$ cat src/rtl/fp_pkg.sv
// rtl/fp_pkg.sv - FP format constants, field helpers and fp2int stage structs
package fp_pkg;

    localparam int FP_EXPONENT_WIDTH = 5;
    localparam int FP_MANTISSA_WIDTH = 11;
    localparam int BIAS              = 2**(FP_EXPONENT_WIDTH-1) - 1;
    localparam int DATA_WIDTH        = FP_EXPONENT_WIDTH + FP_MANTISSA_WIDTH;

    typedef enum logic [1:0] {FP_ZERO, FP_NORMAL, FP_INF, FP_NAN} fp_class_e;

    typedef struct packed {
        logic      sign;
        fp_class_e cls;
        logic      big;
        logic      sub_inexact;
    } s1_s2_t;

    typedef struct packed {
        logic      sign;
        fp_class_e cls;
        logic      big;
        logic      sub_inexact;
        logic      guard;
        logic      sticky;
    } s2_s3_t;

    function automatic logic fp_sign(input logic [DATA_WIDTH-1:0] data);
        return data[DATA_WIDTH-1];
    endfunction

    function automatic logic [FP_EXPONENT_WIDTH-1:0] fp_exponent(input logic [DATA_WIDTH-1:0] data);
        return data[DATA_WIDTH-2 -: FP_EXPONENT_WIDTH];
    endfunction

    function automatic logic [FP_MANTISSA_WIDTH-2:0] fp_fraction(input logic [DATA_WIDTH-1:0] data);
        return data[FP_MANTISSA_WIDTH-2:0];
    endfunction

endpackage

$ cat src/rtl/fp2int_aligner.sv
// rtl/fp2int_aligner.sv - combinational bidirectional shifter: significand to integer magnitude plus guard/sticky
module fp2int_aligner #(
    parameter int EXPONENT_WIDTH = 5,
    parameter int MANTISSA_WIDTH = 11,
    parameter int INT_WIDTH      = 32
) (
    input  logic [MANTISSA_WIDTH-1:0]        sig_i,
    input  logic signed [EXPONENT_WIDTH:0]   exp_i,
    output logic [INT_WIDTH-1:0]             mag_o,
    output logic                             guard_o,
    output logic                             sticky_o
);

    localparam int EXT_W = 2*MANTISSA_WIDTH + 1;

    logic signed [31:0] exp_ext;
    logic [31:0]        shamt;
    logic [EXT_W-1:0]   shifted;

    assign exp_ext = 32'(exp_i);

    always_comb begin
        mag_o    = '0;
        guard_o  = 1'b0;
        sticky_o = 1'b0;
        shamt    = '0;
        shifted  = '0;
        if (exp_ext >= MANTISSA_WIDTH - 1) begin
            shamt = 32'(exp_ext - (MANTISSA_WIDTH - 1));
            mag_o = INT_WIDTH'(sig_i) << shamt;
        end else begin
            // Past MANTISSA_WIDTH+1 every significand bit is already below the guard position.
            shamt = 32'((MANTISSA_WIDTH - 1) - exp_ext);
            if (shamt > 32'(MANTISSA_WIDTH + 1)) begin
                shamt = 32'(MANTISSA_WIDTH + 1);
            end
            shifted  = {sig_i, {(MANTISSA_WIDTH+1){1'b0}}} >> shamt;
            mag_o    = INT_WIDTH'(shifted[EXT_W-1:MANTISSA_WIDTH+1]);
            guard_o  = shifted[MANTISSA_WIDTH];
            sticky_o = |shifted[MANTISSA_WIDTH-1:0];
        end
    end

endmodule

$ cat src/rtl/fp2int.sv
// rtl/fp2int.sv - 3-stage FP to signed integer converter; FP2INT_RNE_EN selects round-nearest-even, else truncate
module fp2int
    import fp_pkg::*;
#(
    parameter int EXPONENT_WIDTH = FP_EXPONENT_WIDTH,
    parameter int MANTISSA_WIDTH = FP_MANTISSA_WIDTH,
    parameter int INT_WIDTH      = 32
) (
    input  logic                                   clk_i,
    input  logic                                   rst_ni,
    input  logic                                   valid_i,
    output logic                                   ready_o,
    input  logic [EXPONENT_WIDTH+MANTISSA_WIDTH-1:0] data_i,
    output logic                                   valid_o,
    input  logic                                   ready_i,
    output logic [INT_WIDTH-1:0]                   result_o,
    output logic                                   invalid_o,
    output logic                                   inexact_o
);

    localparam int DW       = EXPONENT_WIDTH + MANTISSA_WIDTH;
    localparam int FW       = MANTISSA_WIDTH - 1;
    localparam int EXP_BIAS = 2**(EXPONENT_WIDTH-1) - 1;
    localparam logic [INT_WIDTH:0] MAX_POS = {2'b00, {(INT_WIDTH-1){1'b1}}};
    localparam logic [INT_WIDTH:0] MAX_NEG = {2'b01, {(INT_WIDTH-1){1'b0}}};

    logic                          en;
    logic                          in_sign;
    logic [EXPONENT_WIDTH-1:0]     in_exp;
    logic [FW-1:0]                 in_frac;
    logic signed [EXPONENT_WIDTH:0] in_e;
    s1_s2_t                        s1_d, s1_q;
    logic signed [EXPONENT_WIDTH:0] e1_q;
    logic [FW-1:0]                 frac1_q;
    s2_s3_t                        s2_d, s2_q;
    logic [INT_WIDTH-1:0]          mag2_d, mag2_q;
    logic                          guard2_d, sticky2_d;
    logic                          round_up;
    logic [INT_WIDTH:0]            rmag;
    logic [INT_WIDTH-1:0]          result_d, result_q;
    logic                          invalid_d, invalid_q, inexact_d, inexact_q;
    logic                          valid1_q, valid2_q, valid3_q;

    assign en      = ~valid3_q | ready_i;
    assign ready_o = en;

    assign in_sign = data_i[DW-1];
    assign in_exp  = data_i[DW-2:FW];
    assign in_frac = data_i[FW-1:0];
    assign in_e    = signed'({1'b0, in_exp}) - signed'((EXPONENT_WIDTH+1)'(EXP_BIAS));

    always_comb begin
        s1_d      = '0;
        s1_d.sign = in_sign;
        s1_d.cls  = FP_NORMAL;
        if (in_exp == '0) begin
            s1_d.cls         = FP_ZERO;
            s1_d.sub_inexact = |in_frac;
        end else if (&in_exp) begin
            s1_d.cls = (|in_frac) ? FP_NAN : FP_INF;
        end
        // At or above 2**INT_WIDTH the magnitude cannot even be held unsigned.
        s1_d.big = (32'(in_e) >= INT_WIDTH);
    end

    fp2int_aligner #(
        .EXPONENT_WIDTH(EXPONENT_WIDTH),
        .MANTISSA_WIDTH(MANTISSA_WIDTH),
        .INT_WIDTH     (INT_WIDTH)
    ) u_aligner (
        .sig_i   ({1'b1, frac1_q}),
        .exp_i   (e1_q),
        .mag_o   (mag2_d),
        .guard_o (guard2_d),
        .sticky_o(sticky2_d)
    );

    assign s2_d = '{sign: s1_q.sign, cls: s1_q.cls, big: s1_q.big,
                    sub_inexact: s1_q.sub_inexact, guard: guard2_d, sticky: sticky2_d};

`ifdef FP2INT_RNE_EN
    assign round_up = s2_q.guard & (s2_q.sticky | mag2_q[0]);
`else
    assign round_up = 1'b0;
`endif
    assign rmag = {1'b0, mag2_q} + (INT_WIDTH+1)'(round_up);

    always_comb begin
        result_d  = '0;
        invalid_d = 1'b0;
        inexact_d = 1'b0;
        case (s2_q.cls)
            FP_ZERO: inexact_d = s2_q.sub_inexact;
            FP_NAN: begin
                result_d  = MAX_POS[INT_WIDTH-1:0];
                invalid_d = 1'b1;
            end
            FP_INF: begin
                result_d  = s2_q.sign ? MAX_NEG[INT_WIDTH-1:0] : MAX_POS[INT_WIDTH-1:0];
                invalid_d = 1'b1;
            end
            default: begin
                // The most negative integer is one step further from zero than the most positive.
                if (s2_q.big || rmag > (s2_q.sign ? MAX_NEG : MAX_POS)) begin
                    result_d  = s2_q.sign ? MAX_NEG[INT_WIDTH-1:0] : MAX_POS[INT_WIDTH-1:0];
                    invalid_d = 1'b1;
                end else begin
                    result_d  = s2_q.sign ? -rmag[INT_WIDTH-1:0] : rmag[INT_WIDTH-1:0];
                    inexact_d = s2_q.guard | s2_q.sticky;
                end
            end
        endcase
    end

    always_ff @(posedge clk_i or negedge rst_ni) begin
        if (!rst_ni) begin
            valid1_q  <= 1'b0;
            valid2_q  <= 1'b0;
            valid3_q  <= 1'b0;
            s1_q      <= '0;
            e1_q      <= '0;
            frac1_q   <= '0;
            s2_q      <= '0;
            mag2_q    <= '0;
            result_q  <= '0;
            invalid_q <= 1'b0;
            inexact_q <= 1'b0;
        end else if (en) begin
            valid1_q  <= valid_i;
            s1_q      <= s1_d;
            e1_q      <= in_e;
            frac1_q   <= in_frac;
            valid2_q  <= valid1_q;
            s2_q      <= s2_d;
            mag2_q    <= mag2_d;
            valid3_q  <= valid2_q;
            result_q  <= result_d;
            invalid_q <= invalid_d;
            inexact_q <= inexact_d;
        end
    end

    assign valid_o   = valid3_q;
    assign result_o  = result_q;
    assign invalid_o = invalid_q;
    assign inexact_o = inexact_q;

endmodule
$ cat config.mk
export PLATFORM = sky130hd
export DESIGN_NAME = fp2int
export DESIGN_NICKNAME = d
export VERILOG_FILES = /design/src/rtl/fp_pkg.sv /design/src/rtl/fp2int_aligner.sv /design/src/rtl/fp2int.sv
export SDC_FILE = /design/constraint.sdc
export NUM_CORES = 1
export LEC_CHECK = 0
export CAP_MARGIN = 0
export CORE_ASPECT_RATIO = 0.75
export CORE_MARGIN = 2
export CORE_UTILIZATION = 64
export CTS_CLUSTER_SIZE = 25
export DETAILED_ROUTE_END_ITERATION = 7
export PLACE_DENSITY = 0.86
export SETUP_SLACK_MARGIN = 0.15
export SKIP_LAST_GASP = 1
export SYNTH_ARGS = -nofsm -noshare
export SYNTH_HDL_FRONTEND = slang
export SYNTH_SLANG_ARGS = --single-unit
$ cat constraint.sdc
create_clock -name clk_i -period 11.52 [get_ports clk_i]
set_clock_uncertainty 0.05 [all_clocks]
set_input_delay 1.728 -clock clk_i [delete_from_list [all_inputs] [get_ports clk_i]]
set_output_delay 1.728 -clock clk_i [all_outputs]
set_load 0.005 [all_outputs]
==> flow_metrics.tcl <==
set metrics [dict create \
    status "completed" \
    timing.slew.headroom 0.1003 \
    antenna_left 0 \
    startpoint_type "primary input" \
    synth_enable_flop_cells 0 \
    clk-insertion-delay-late_ns 0.36 \
    drive_gt1_frac 0.06291 \
    met2_usage 0.5187 \
    max_freq_mhz 197.4 \
    via_per_inst 6.712 \
    die_h_um 95.76 \
    synth.top_cells.by_count "nand2_1 (136), dfrtp_1 (97), nor2_1 (86)" \
    hold_viol 0 \
    grt-ovfl-total 0 \
    async_flop_share 1.000 \
    cts_buffers 9 \
    die-area_um2 12100 \
    finish.utilization 0.7345 \
    hold_class "reg2reg" \
    ir_drop_uv 143.0 \
    cts_resized 0 \
    synth_top_cell_area_share 0.3379 \
    synth_ff_type "dfrtp_1" \
    cts-hold-fix-buffers 0 \
    cts_tree "done" \
    drtIter0Drc 1005 \
    grt_max_degree 86 \
    diodes 0 \
    nets 962 \
    post_dp_cell_area_um2 7740 \
    leakagePower_nw 3.520 \
    rows 33 \
    p_int_mw 1.072 \
    setup_tns_ns 0 \
    grtUsageMet3 0.09116 \
    gp_congestion 0.9383 \
    p_comb_frac 0.558 \
    switching_share 0.4645 \
    cp.arrival_ns 3.29 \
    worstPathCellList "clkdlybuf4s50_1 -> nor2b_4 -> buf_4 -> inv_2 -> clkdlybuf4s50_1" \
    routed_wl_um 20390 \
    setup_viol 0 \
    final_area_um2 8036 \
    cts_buffer_depth 2 \
    htree_levels 3 \
    synthCells 886 \
    p_seq_frac 0.291 \
    hpwl_um 14600 \
    gr-usage-met1 0.4887 \
    postCtsSetupBuffers 0 \
    drv_cap 0 \
    critPathMaxFanout 59 \
    fin_crit_sh 0.4398 \
    synth_fp_nets 947 \
    cts_root_buf "clkbuf_16" \
    cts.reportedPaths.clkPinSlew_ns 0.07 \
    cts.sinks 97 \
    worst_pin_slew_ns 1.341 \
    p_clk_frac 0.151 \
    synth_area_leader_cell "dfrtp_1" \
    antenna_found_initial 0 \
    initial_utilization 0.6566 \
    dr.pass1.iters 7 \
    synth_cell_types 83 \
    port_buffers 55 \
    area_growth_pct 11.86 \
    avgRoutedWirePerCell_um 19.49 \
    crit_slowest_cell "buf_4" \
    grt.busiest_layer "met2" \
    net-switching-power_uw 929.7 \
    endpoint_kind "output port" \
    synth.area.top_cells "dfrtp_1 (34%), ha_1 (7.1%), nand2_1 (7.1%)" \
    synth_most_common_cell "nand2_1" \
    synth_seq_cells 97 \
    slew_violations 0 \
    syn_avg_cell_area_um2 8.109 \
    drc 0 \
    crit_top_cell "clkdlybuf4s50_1" \
    first_global_vias 6471 \
    finalPower_mw 2.002 \
    min_period_ns 5.066 \
    die_w_um 126.3 \
    track_usage 0.3399 \
    slowest_delay_ns 0.48 \
    p_per_area_nw_per_um2 249.1 \
    ys_warn_count 0 \
    crit_required_ns 9.74 \
    io_pins 56 \
    core_area_um2 10940 \
    vias 7021 \
    criticalPathCategory "in2out" \
    syn_area_um2 7184 \
    reg2reg_slack_ns 7.07 \
    synth-seq-area-share 0.3379 \
    rsz0062_at_grt "false" \
    grt_pass1_wl_um 32890 \
]
==> cell usage in the layout (no fill, tap or decap), drive strengths merged, types with 12 or more instances in the layout <==
cell           instances
nor2b                 15
ha                    41
a21boi                14
nor3                  12
inv                   23
nand2                138
a21oi                 73
o21ai                 91
o22ai                 17
nor4                  12
nor2                  87
o211ai                14
mux2i                 28
nand3                 19
dfrtp                 97
clkdlybuf4s50         54
==> power groups by stage <==
| stage | clock network (mW) | registers (mW) | logic [mW] |
|---|---|---|---|
| after global placement | 0 | 0.574 | 1.04 |
| after global routing | 0.317 | 0.596 | 1.22 |
| final | 0.302 | 0.582 | 1.12 |
| after CTS | 0.304 | 0.575 | 1.09 |
| after floorplan | 0 | 0.536 | 0.768 |
| after detailed placement | 0 | 0.579 | 1.08 |
==> sequential cells by signal, indices dropped and copies added (netlist names) <==
name,cells
valid2_q,1
frac1_q,10
valid1_q,1
s2_q,7
s1_q,5
valid_o,1
invalid_o,1
result_o,32
inexact_o,1
e1_q,6
mag2_q,32
==> layer usage <==
layer / part of all wire / up-vias
met4: 0.012 / 0
met2: 0.44 / 421
met1: 0.44 / 3311
li1: - / 3261
met3: 0.11 / 28
met5: 0 / -
==> worst paths after layout <==
path,depth (start not counted),startpoint,endpoint
worst max-delay path,5,ready_i,ready_o
worst min-delay path,1,valid2_q$_DFFE_PN0P_,valid_o$_DFFE_PN0P_
worst max register to register,11,s2_q[6]$_DFFE_PN0P_,result_o[6]$_DFFE_PN0P_
worst min register to register,1,valid2_q$_DFFE_PN0P_,valid_o$_DFFE_PN0P_
max in group asynchronous,2,rst_ni,s2_q[6]$_DFFE_PN0P_
min in group asynchronous,1,rst_ni,result_o[4]$_DFFE_PN0P_
==> metrics by stage <==
step | std cells | hold slack, ns | worst slack [ns]
3_5_place_dp | 1030 | 0.4090 | 6.436
4_1_cts | 1046 | 0.4286 | 6.458
3_3_place_gp | 1030 | 0.4005 | 6.474
6_report | 1046 | 0.4251 | 6.454
5_1_grt | 1046 | 0.4373 | 6.371
2_1_floorplan | 886 | 0.3800 | 7.293
==> worst max-delay path, delay by kind of cell <==
kind / cells / cell delay [ns]
buf+inv: 4 / 1.45
simple gates: 1 / 0.11
==> area by class of cell <==
cell class / instances / area (µm²)
timing repair buffer: 62 / 600.6
sequential: 97 / 2429
tap: 140 / 175.2
clock inverter: 6 / 57.56
inverter: 20 / 75.07
fill: 803 / 2905
clock buffer: 10 / 239.0
multi-input combinational: 711 / 4461
==> cell families (layout without fill, tap and decap cells) <==
logic type               after synthesis  after routing  synth area share
multiplexers                          33             33           0.04998
buffers and inverters                 78             98           0.04267
adder cells (fa/ha/maj)               41             41           0.07140
flip-flops                            97             97            0.3379
AND/OR/NAND/NOR                      332            332            0.2215
AO/OA/AOI/OAI                        294            294            0.2631
XOR/XNOR                              11             11           0.01341
(Power assumes the default switching activity.)
